`src/rtl/dac_sample_interp.sv`:
```
// Stereo linear interpolator: holds each input sample for 2^INTERP_LOG2
// modulator ticks, stepping per-channel accumulators from cur toward tgt.
// Ports: clk, resetn (async, active-high), in_valid/in_ready/in_left/in_right
// sample handshake, tick load strobe, out_left/out_right/out_valid result,
// flush sync clear, underrun sticky flag with underrun_clear.
module dac_sample_interp #(
   parameter int DATA_WIDTH  = 16,
   parameter int INTERP_LOG2 = 4
) (
   input  logic                         clk,
   input  logic                         resetn,
   input  logic                         in_valid,
   output logic                         in_ready,
   input  logic signed [DATA_WIDTH-1:0] in_left,
   input  logic signed [DATA_WIDTH-1:0] in_right,
   input  logic                         tick,
   output logic signed [DATA_WIDTH-1:0] out_left,
   output logic signed [DATA_WIDTH-1:0] out_right,
   output logic                         out_valid,
   input  logic                         flush,
   output logic                         underrun,
   input  logic                         underrun_clear
);

   localparam int DW = DATA_WIDTH;
   localparam int L  = INTERP_LOG2;
   localparam int AW = DW + L + 1;

   typedef enum logic [1:0] {IDLE, PRIME, RUN, STALL} state_t;

   state_t                 state_q, state_d;
   logic [1:0][DW-1:0]     cur_q, cur_d;
   logic [1:0][DW-1:0]     tgt_q, tgt_d;
   logic [1:0][DW-1:0]     pend_q, pend_d;
   logic [1:0][DW-1:0]     out_q, out_d;
   logic [1:0][DW:0]       dlt_q, dlt_d;
   logic [1:0][AW-1:0]     acc_q, acc_d;
   logic                   pend_v_q, pend_v_d;
   logic [L-1:0]           step_q, step_d;
   logic                   ov_q, ov_d;
   logic                   ur_q, ur_d;

   logic [1:0][DW-1:0]     in_s;
   logic [1:0][DW-1:0]     nxt;
   logic                   accept;
   logic                   last;
   logic                   ur_set;

   // Index 0 is the left channel, 1 the right.
   assign in_s   = {in_right, in_left};
   assign accept = in_valid & in_ready;
   assign last   = (step_q == {L{1'b1}});

   assign in_ready  = ~resetn & ((state_q != RUN) | ~pend_v_q);
   assign out_left  = out_q[0];
   assign out_right = out_q[1];
   assign out_valid = ov_q;
   assign underrun  = ur_q;

   // Sample scaled into accumulator fixed point (L fractional bits).
   function automatic logic [AW-1:0] scale(input logic [DW-1:0] v);
      return {{(L+1){v[DW-1]}}, v} << L;
   endfunction

   function automatic logic [DW:0] diff(input logic [DW-1:0] a,
                                        input logic [DW-1:0] b);
      return {a[DW-1], a} - {b[DW-1], b};
   endfunction

   function automatic logic [AW-1:0] sext(input logic [DW:0] d);
      return {{L{d[DW]}}, d};
   endfunction

   always_comb begin
      state_d  = state_q;
      cur_d    = cur_q;
      tgt_d    = tgt_q;
      pend_d   = pend_q;
      out_d    = out_q;
      dlt_d    = dlt_q;
      acc_d    = acc_q;
      pend_v_d = pend_v_q;
      step_d   = step_q;
      ov_d     = 1'b0;
      ur_set   = 1'b0;
      nxt      = pend_v_q ? pend_q : in_s;

      if (flush) begin
         state_d  = IDLE;
         cur_d    = '0;
         tgt_d    = '0;
         pend_d   = '0;
         out_d    = '0;
         dlt_d    = '0;
         acc_d    = '0;
         pend_v_d = 1'b0;
         step_d   = '0;
      end else begin
         unique case (state_q)
            IDLE: begin
               if (tick) begin
                  out_d = '0;
                  ov_d  = 1'b1;
               end
               if (accept) begin
                  cur_d   = in_s;
                  state_d = PRIME;
               end
            end
            PRIME: begin
               if (tick) ov_d = 1'b1;
               if (accept) begin
                  for (int c = 0; c < 2; c++) begin
                     tgt_d[c] = in_s[c];
                     dlt_d[c] = diff(in_s[c], cur_q[c]);
                     acc_d[c] = scale(cur_q[c]);
                  end
                  step_d  = '0;
                  state_d = RUN;
               end
            end
            RUN: begin
               if (accept) begin
                  pend_d   = in_s;
                  pend_v_d = 1'b1;
               end
               if (tick) begin
                  ov_d   = 1'b1;
                  step_d = step_q + 1'b1;
                  for (int c = 0; c < 2; c++) begin
                     // Floor of acc / 2^L is a plain bit slice.
                     out_d[c] = acc_q[c][DW+L-1:L];
                     acc_d[c] = acc_q[c] + sext(dlt_q[c]);
                  end
                  if (last) begin
                     step_d = '0;
                     for (int c = 0; c < 2; c++) begin
                        cur_d[c] = tgt_q[c];
                        acc_d[c] = scale(tgt_q[c]);
                     end
                     // A sample arriving on the final step counts as
                     // pending, so the ramp continues seamlessly.
                     if (pend_v_q || accept) begin
                        for (int c = 0; c < 2; c++) begin
                           tgt_d[c] = nxt[c];
                           dlt_d[c] = diff(nxt[c], tgt_q[c]);
                        end
                        pend_v_d = 1'b0;
                     end else begin
                        dlt_d   = '0;
                        ur_set  = 1'b1;
                        state_d = STALL;
                     end
                  end
               end
            end
            STALL: begin
               if (tick) begin
                  out_d = cur_q;
                  ov_d  = 1'b1;
               end
               // acc already holds cur scaled from the underrun step.
               if (accept) begin
                  for (int c = 0; c < 2; c++) begin
                     tgt_d[c] = in_s[c];
                     dlt_d[c] = diff(in_s[c], cur_q[c]);
                  end
                  step_d  = '0;
                  state_d = RUN;
               end
            end
            default: state_d = IDLE;
         endcase
      end

      ur_d = ur_set | (ur_q & ~underrun_clear);
   end

   always_ff @(posedge clk or posedge resetn) begin
      if (resetn) begin
         state_q  <= IDLE;
         cur_q    <= '0;
         tgt_q    <= '0;
         pend_q   <= '0;
         out_q    <= '0;
         dlt_q    <= '0;
         acc_q    <= '0;
         pend_v_q <= 1'b0;
         step_q   <= '0;
         ov_q     <= 1'b0;
         ur_q     <= 1'b0;
      end else begin
         state_q  <= state_d;
         cur_q    <= cur_d;
         tgt_q    <= tgt_d;
         pend_q   <= pend_d;
         out_q    <= out_d;
         dlt_q    <= dlt_d;
         acc_q    <= acc_d;
         pend_v_q <= pend_v_d;
         step_q   <= step_d;
         ov_q     <= ov_d;
         ur_q     <= ur_d;
      end
   end

endmodule

```
`config.mk`:
```
export PLATFORM = sky130hd
export DESIGN_NAME = dac_sample_interp
export DESIGN_NICKNAME = d
export VERILOG_FILES = /design/src/rtl/dac_sample_interp.sv
export SDC_FILE = /design/constraint.sdc
export NUM_CORES = 1
export LEC_CHECK = 0
export ABC_CLOCK_PERIOD_IN_PS = 7000
export CAP_MARGIN = 15
export CORE_MARGIN = 1
export CORE_UTILIZATION = 45
export CTS_BUF_LIST = sky130_fd_sc_hd__clkbuf_16
export DETAILED_ROUTE_END_ITERATION = 8
export GPL_TIMING_DRIVEN = 0
export MAX_ROUTING_LAYER = met4
export PLACE_DENSITY = 0.69
export SLEW_MARGIN = 10
export SYNTH_ARGS = -nofsm -noshare
export SYNTH_HDL_FRONTEND = slang
export SYNTH_SLANG_ARGS = --single-unit
export TNS_END_PERCENT = 20
```
`constraint.sdc`:
```
create_clock -name clk -period 7 [get_ports clk]
set_input_delay 1.4 -clock clk [delete_from_list [all_inputs] [get_ports clk]]
set_output_delay 1.4 -clock clk [all_outputs]
set_load 0.1 [all_outputs]
```
==> results by group <==
Outcome
  • Outcome: completed

Critical path
  • Worst r2r path cells: 13
  • Crit path DAT: 5.19 ns
  • R2r endpoint: dlt_q[13]
  • Startpoint Class: input port
  • R2R Setup Slk: 3.07 ns
  • Setup CP Type: input port to flop
  • Worst Setup SP: resetn
  • CP Capture Point: acc_q[37]
  • Worst EP required: 7.44 ns
  • Crit path max fanout: 84
  • R2R Path Start: pend_v_q
  • CP Capture Type: flop

Floorplan
  • Die Wd: 186 microns
  • I/O Pins: 73
  • Die ar.: 34600 sq um
  • Core Box Area: 32900 sq um
  • Die Y: 186 microns
  • Rows: 66
  • Starting Density: 0.462

Timing
  • Worst Slack Setup Final: 2.26 ns
  • Pins Over Slew Limit: 0
  • Worst Tran Pin Value: 1.00 ns
  • Final setup vio count: 0
  • Final Hold Viols: 0
  • Rel. slew slack: 0.332
  • Fin crit period: 4.74 ns
  • Clk_skew: 0.0154 ns
  • RSZ-0062 raised after global routing: false
  • Fmax: 211 MHz
  • Fin crit share: 0.678

Yosys
  • Cell area after synthesis: 15200 sq um
  • Seq/Total Area, Yosys: 0.347
  • Post-Syn Area per Cell: 8.50 sq um
  • Seq cells post-synth: 211
  • Post-synth EDFFs: 0
  • Synth unique cells: 77
  • Net Count, Synth: 1940
  • Synthesis Warnings: 0
  • Asr flop ratio synth: 1.00
  • Ys flop type: dfrtp_1
  • Mapped Cells: 1792

Place
  • Pre-CTS setup slack: 1.78 ns
  • GPL Wtd Cong: 0.985
  • Hpwl dp: 40300 microns
  • PortBufs: 71

Power and ir drop
  • Worst IR Drop VDD: 0.000167 V
  • Lkg Pwr: 7.55 nW
  • Total power: 3.39 mW
  • P per Cell Area: 196 nW/um^2
  • Part of the power in registers: 0.405
  • Switching Fraction: 0.322
  • Switch Pwr: 1.09 mW
  • Combinational share of power: 0.231
  • Clock power share: 0.365
  • Internal: 2.29 mW

Clock tree
  • CTS tree: done
  • Post-CTS Hold Fix Bufs: 0
  • Total clock sinks: 211
  • Root Driver: clkbuf_16
  • Clock Latency Late Sink: 0.53 ns
  • Reg clk slew, reported paths: 0.06 ns
  • CTS max path bufs: 3
  • CTS HTree Levels: 1
  • PostCTS Resize Cnt: 0
  • Post CTS Setup Buffer Count: 0
  • Total CTS buffers: 24

Final layout
  • Antenna diode instance count: 0
  • Fraction of layout cells with a size suffix above 1: 0.0498
  • Area growth from synthesis to final layout: 13.7%
  • Core Util, Final: 0.525
  • Most frequent cells in the layout: nand2_1 (238), dfrtp_1 (211), nor2_1 (122)
  • Most common cell after layout, fill and taps aside: nand2_1
  • Final-stage net count: 2040

Drt
  • Drc violations: 0
  • DR WL/cell: 22.1 microns
  • Initial DRC count: 1391
  • Wirelength, routed: 52000 microns
  • Via-per-instance ratio: 6.11
  • Remaining antenna violation count: 0
  • Via Count: 14400
  • Detailed Routing Iterations Pass 1: 6

Global route
  • Total GRT Usage: 0.316
  • GRT overflow: 0
  • Largest net degree at the start of global routing: 95
  • Vias in the first global route: 13600
  • Initial antenna violation count: 0
  • First-pass GRT wire length: 80100 microns

Flow run
  • Max Cap Viol: 0

Min path
  • Worst Hold Class: flop to flop
==> how the worst min path moves through the flow <==
stage                    start         end  slack, ns  depth (start not counted)
floorplan           pend_q[10]  pend_q[10]       0.44                          2
global placement     pend_q[2]   pend_q[2]       0.46                          2
detailed placement   pend_q[6]   pend_q[6]       0.46                          2
CTS                  pend_q[6]   pend_q[6]       0.48                          2
global route         pend_q[8]   pend_q[8]       0.49                          2
finish               pend_q[6]   pend_q[6]       0.47                          2
==> per-stage QoR <==
| stage | instance area (sq um) | setup TNS [ns] | hold slack, ns | cells |
|---|---|---|---|---|
| 2_1_floorplan | 15200 | 0 | 0.444 | 1792 |
| 3_3_place_gp | 16500 | -146.36 | 0.458 | 2305 |
| 3_5_place_dp | 16600 | 0 | 0.464 | 2308 |
| 4_1_cts | 17300 | 0 | 0.478 | 2351 |
| 5_1_grt | 17300 | 0 | 0.493 | 2351 |
| 6_report | 17300 | 0 | 0.473 | 2351 |
==> sequential cells by signal, summed over array words and instances, names as in the netlist <==
| signal | flops |
|---|---|
| acc_q | 40 |
| dlt_q | 34 |
| cur_q | 32 |
| pend_q | 32 |
| tgt_q | 32 |
| out_left | 16 |
| out_right | 16 |
| step_q | 4 |
| state_q | 2 |
| out_valid | 1 |
| pend_v_q | 1 |
| underrun | 1 |
==> routing by layer <==
layer	up-vias	share of wire	global-route usage	wire length, microns
met5	-	0	-	0
met4	0	0.039	0.121	2010
met3	131	0.091	0.0497	4740
met2	686	0.43	0.464	22300
met1	6902	0.44	0.437	22900
li1	6635	-	-	-
==> critical path, stage by stage <==
cell and delay (ns):
clkdlybuf4s50_1 0.53, inv_8 0.27, buf_16 0.38, nand2_1 0.37
nor2_2 0.44, a21oi_1 0.17, nor3_1 0.36, buf_2 0.29
clkbuf_1 0.53, o21ai_0 0.21, o22ai_1 0.20
==> power by group through the flow <==
stage	logic (mW)	clock network [mW]	registers (mW)
after CTS	0.769	1.24	1.36
after global routing	0.859	1.29	1.37
after global placement	0.744	0	1.38
after detailed placement	0.764	0	1.38
final	0.781	1.23	1.37
after floorplan	0.547	0	1.35
==> cell type report <==
type / instances / area, sq um
fillers: 3063 / 15600
multi-input cells: 1396 / 9230
flip-flops and latches: 211 / 5280
repair buffers: 74 / 771
clock buffers: 25 / 626
well taps: 442 / 553
plain buffers: 96 / 380
inverters: 89 / 342
clock inverters: 18 / 128
==> logic make-up (layout without fill, tap and decap cells) <==
family | Yosys count | after routing | synth area share
compound gates | 533 | 533 | 0.227
xor+xnor | 62 | 62 | 0.0357
fa+ha+maj | 110 | 110 | 0.0933
buf+inv | 185 | 302 | 0.0469
flops | 211 | 211 | 0.347
mux | 103 | 103 | 0.0702
simple gates | 588 | 588 | 0.180
==> synth_stat cells, drive strengths merged, types with 5 or more instances <==
library cell	count	area, sq um
ha	104	1300
o41ai	33	297
clkbuf	68	255
nand2b	40	250
dfrtp	211	5280
a211oi	19	148
nand2	238	893
o21a	22	165
and3	9	56.3
nor3b	8	60.1
mux2i	73	731
nand4	6	37.5
xor2	28	245
inv	89	334
o211ai	14	110
nor2	123	464
o311ai	5	43.8
a21o	23	173
buf	28	125
a22oi	16	125
fa	6	120
o31ai	45	338
nor2b	52	340
a21oi	109	546
mux2	30	338
o21ai	153	766
nand3	41	205
a31oi	19	119
o22ai	22	138
nor3	32	165
xnor2	34	298
nand3b	6	45.0
and2	7	43.8
or3	12	75.1
Power figures use the tool's default switching activity.
==> RTL edit: new RTL, config.mk and constraints unchanged <==
Register the output `underrun` once more, with the module's reset; this adds one clock of latency there. The other outputs are not delayed to match.
--- a/src/rtl/dac_sample_interp.sv
+++ b/src/rtl/dac_sample_interp.sv
@@ -55,7 +55,13 @@
    assign out_left  = out_q[0];
    assign out_right = out_q[1];
    assign out_valid = ov_q;
-   assign underrun  = ur_q;
+   always_ff @(posedge clk or posedge resetn) begin
+      if (resetn) begin
+         underrun <= '0;
+      end else begin
+         underrun <= ur_q;
+      end
+   end
 
    // Sample scaled into accumulator fixed point (L fractional bits).
    function automatic logic [AW-1:0] scale(input logic [DW-1:0] v);
Function: same outputs for any inputs over 4 cycles, from zero or initial values and one cycle with resetn high; that may be too few to reach the edited logic, so the function may still have changed.
==> RTL edit against the unedited design <==
- power up 5.1%
- cell count about the same
- synthesized area down 0.80%
- final area about the same
- largest power group unchanged
- combinational power up 16%
- fmax down 4.8%
- critical path depth down 5
- routed wire length down 0.99%
- sequential cell count up 1
- critical path type is now reg -> out
- die area down 0.79%
- setup slack worse by 0.24 ns
==> RTL edit: results (changes against the unedited design) <==
[grt]
grt_max_degree=38  ; -60%
grtUsageMet1_pct=43.62  ; about the same
grt_use_total_pct=31.45  ; -0.16 points
grt_pass1_wl_um=79090  ; -1.2%
first_global_vias=13330  ; -2.1%
grt_use_met3_pct=5.505  ; +0.54 points
met2_usage_pct=46.17  ; -0.19 points

[setup_path]
crit_arrival_ns=3.58  ; -1.61 ns
critPathMaxStageDelay_ns=1.00  ; +0.47 ns
cp_max_fo=10  ; -88%
reg2reg_to=dlt_q[32]
crit_path_start=state_q[1]
r2r_slack_ns=2.05  ; -1.02 ns
crit_end=in_ready
r2r_start=pend_v_q

[sta]
skew_ns=0.01094  ; -0.004422 ns
max_freq_mhz=200.6  ; -4.8%
maxSlewHeadroom_pct=31.22  ; -2.0 points

[synthesis]
synth_compound_area_share_pct=23.04  ; +0.35 points
synth-seq-area-share_pct=35.12  ; +0.44 points
synthesis.nets=1934  ; -0.31%
muxShareOfSynthArea_pct=6.684  ; -0.33 points
synthXorXnorAreaFrac_pct=3.769  ; +0.20 points
synth.distinct_cells=75  ; -2.6%
synth_fa_ha_area_share_pct=9.409  ; +0.075 points
synthTopCellsByCount=nand2_1 (220), dfrtp_1 (212), o21ai_0 (171)

[min_path]
worstHoldEndpoint=underrun
hold_class=reg -> reg
holdPathStages=0  ; -2
worstHoldStart=ur_q

[final_layout]
clkCellAreaFrac_pct=4.360  ; +0.0094 points
buffers=175  ; +2.9%
antenna_cells=1  ; +1
layout.nets=2041  ; +0.049%
inverters=92  ; +3.4%
drive_gt1_share_pct=5.029  ; +0.052 points
nFlopsAndLatches=212  ; +0.47%
n_fill_cell=3126  ; +2.1%
buf_share_pct=7.224  ; +0.57 points
multi_input_cells=1387  ; -0.64%
multi_input_area_share_pct=52.53  ; -0.80 points
largest_registers=acc_q x40, dlt_q x34
regArea_sq_mm=0.005305  ; +0.47%

[route]
first_pass_iters=5  ; -1
wl_met2_um=22150  ; -0.53%
vias_per_cell=5.971  ; -2.2%
drt-wirelength-per-cell_um=21.87  ; -1.0%
first_iter_violations=1290  ; -7.3%
wirelength_met1_um=23200  ; +1.2%
met3_length_um=4436  ; -6.5%

[power_and_ir_drop]
p_leak_nw=7.489  ; -0.78%
ir_drop_mv=0.2106  ; +26%

[placed_design]
gp_congestion=0.9930  ; +0.80%
dp.final_hpwl_um=40550  ; +0.51%
dp_slack_ns=1.759  ; -0.02319 ns
portBuffers=72  ; +1.4%

[outcome]
outcome=finished clean

[cts]
cts-resized-gates=0  ; unchanged

## RTL edit: cell types whose count changed in the layout (fill, tap and decap cells not counted), sizes merged, moves of 10 or more
cell,before,now
nor2b,52,17
o21ai,153,177
nand2,238,220
nor2,123,141
nand3,41,24
nor3,32,47
o22ai,22,7
a21oi,109,121
clkbuf,93,104
nand2b,40,50
## RTL edit: metrics by stage
step	instance area [sq um]	utilization (%)	std cells	hold slack (ns)
finish	17300	52.78	2352	0.3842
global route	17300	52.77	2351	0.3959
CTS	17300	52.77	2351	0.3823
detailed placement	16550	50.47	2308	0.3650
global placement	16380	49.97	2300	0.3585
floorplan	15110	-	1786	0.3537
## RTL edit: power breakdown
part	switching, mW	internal (mW)	total (mW)
sequential	0.101	1.30	1.41
combinational	0.559	0.347	0.907
clock	0.530	0.713	1.24
total	1.19	2.37	3.56
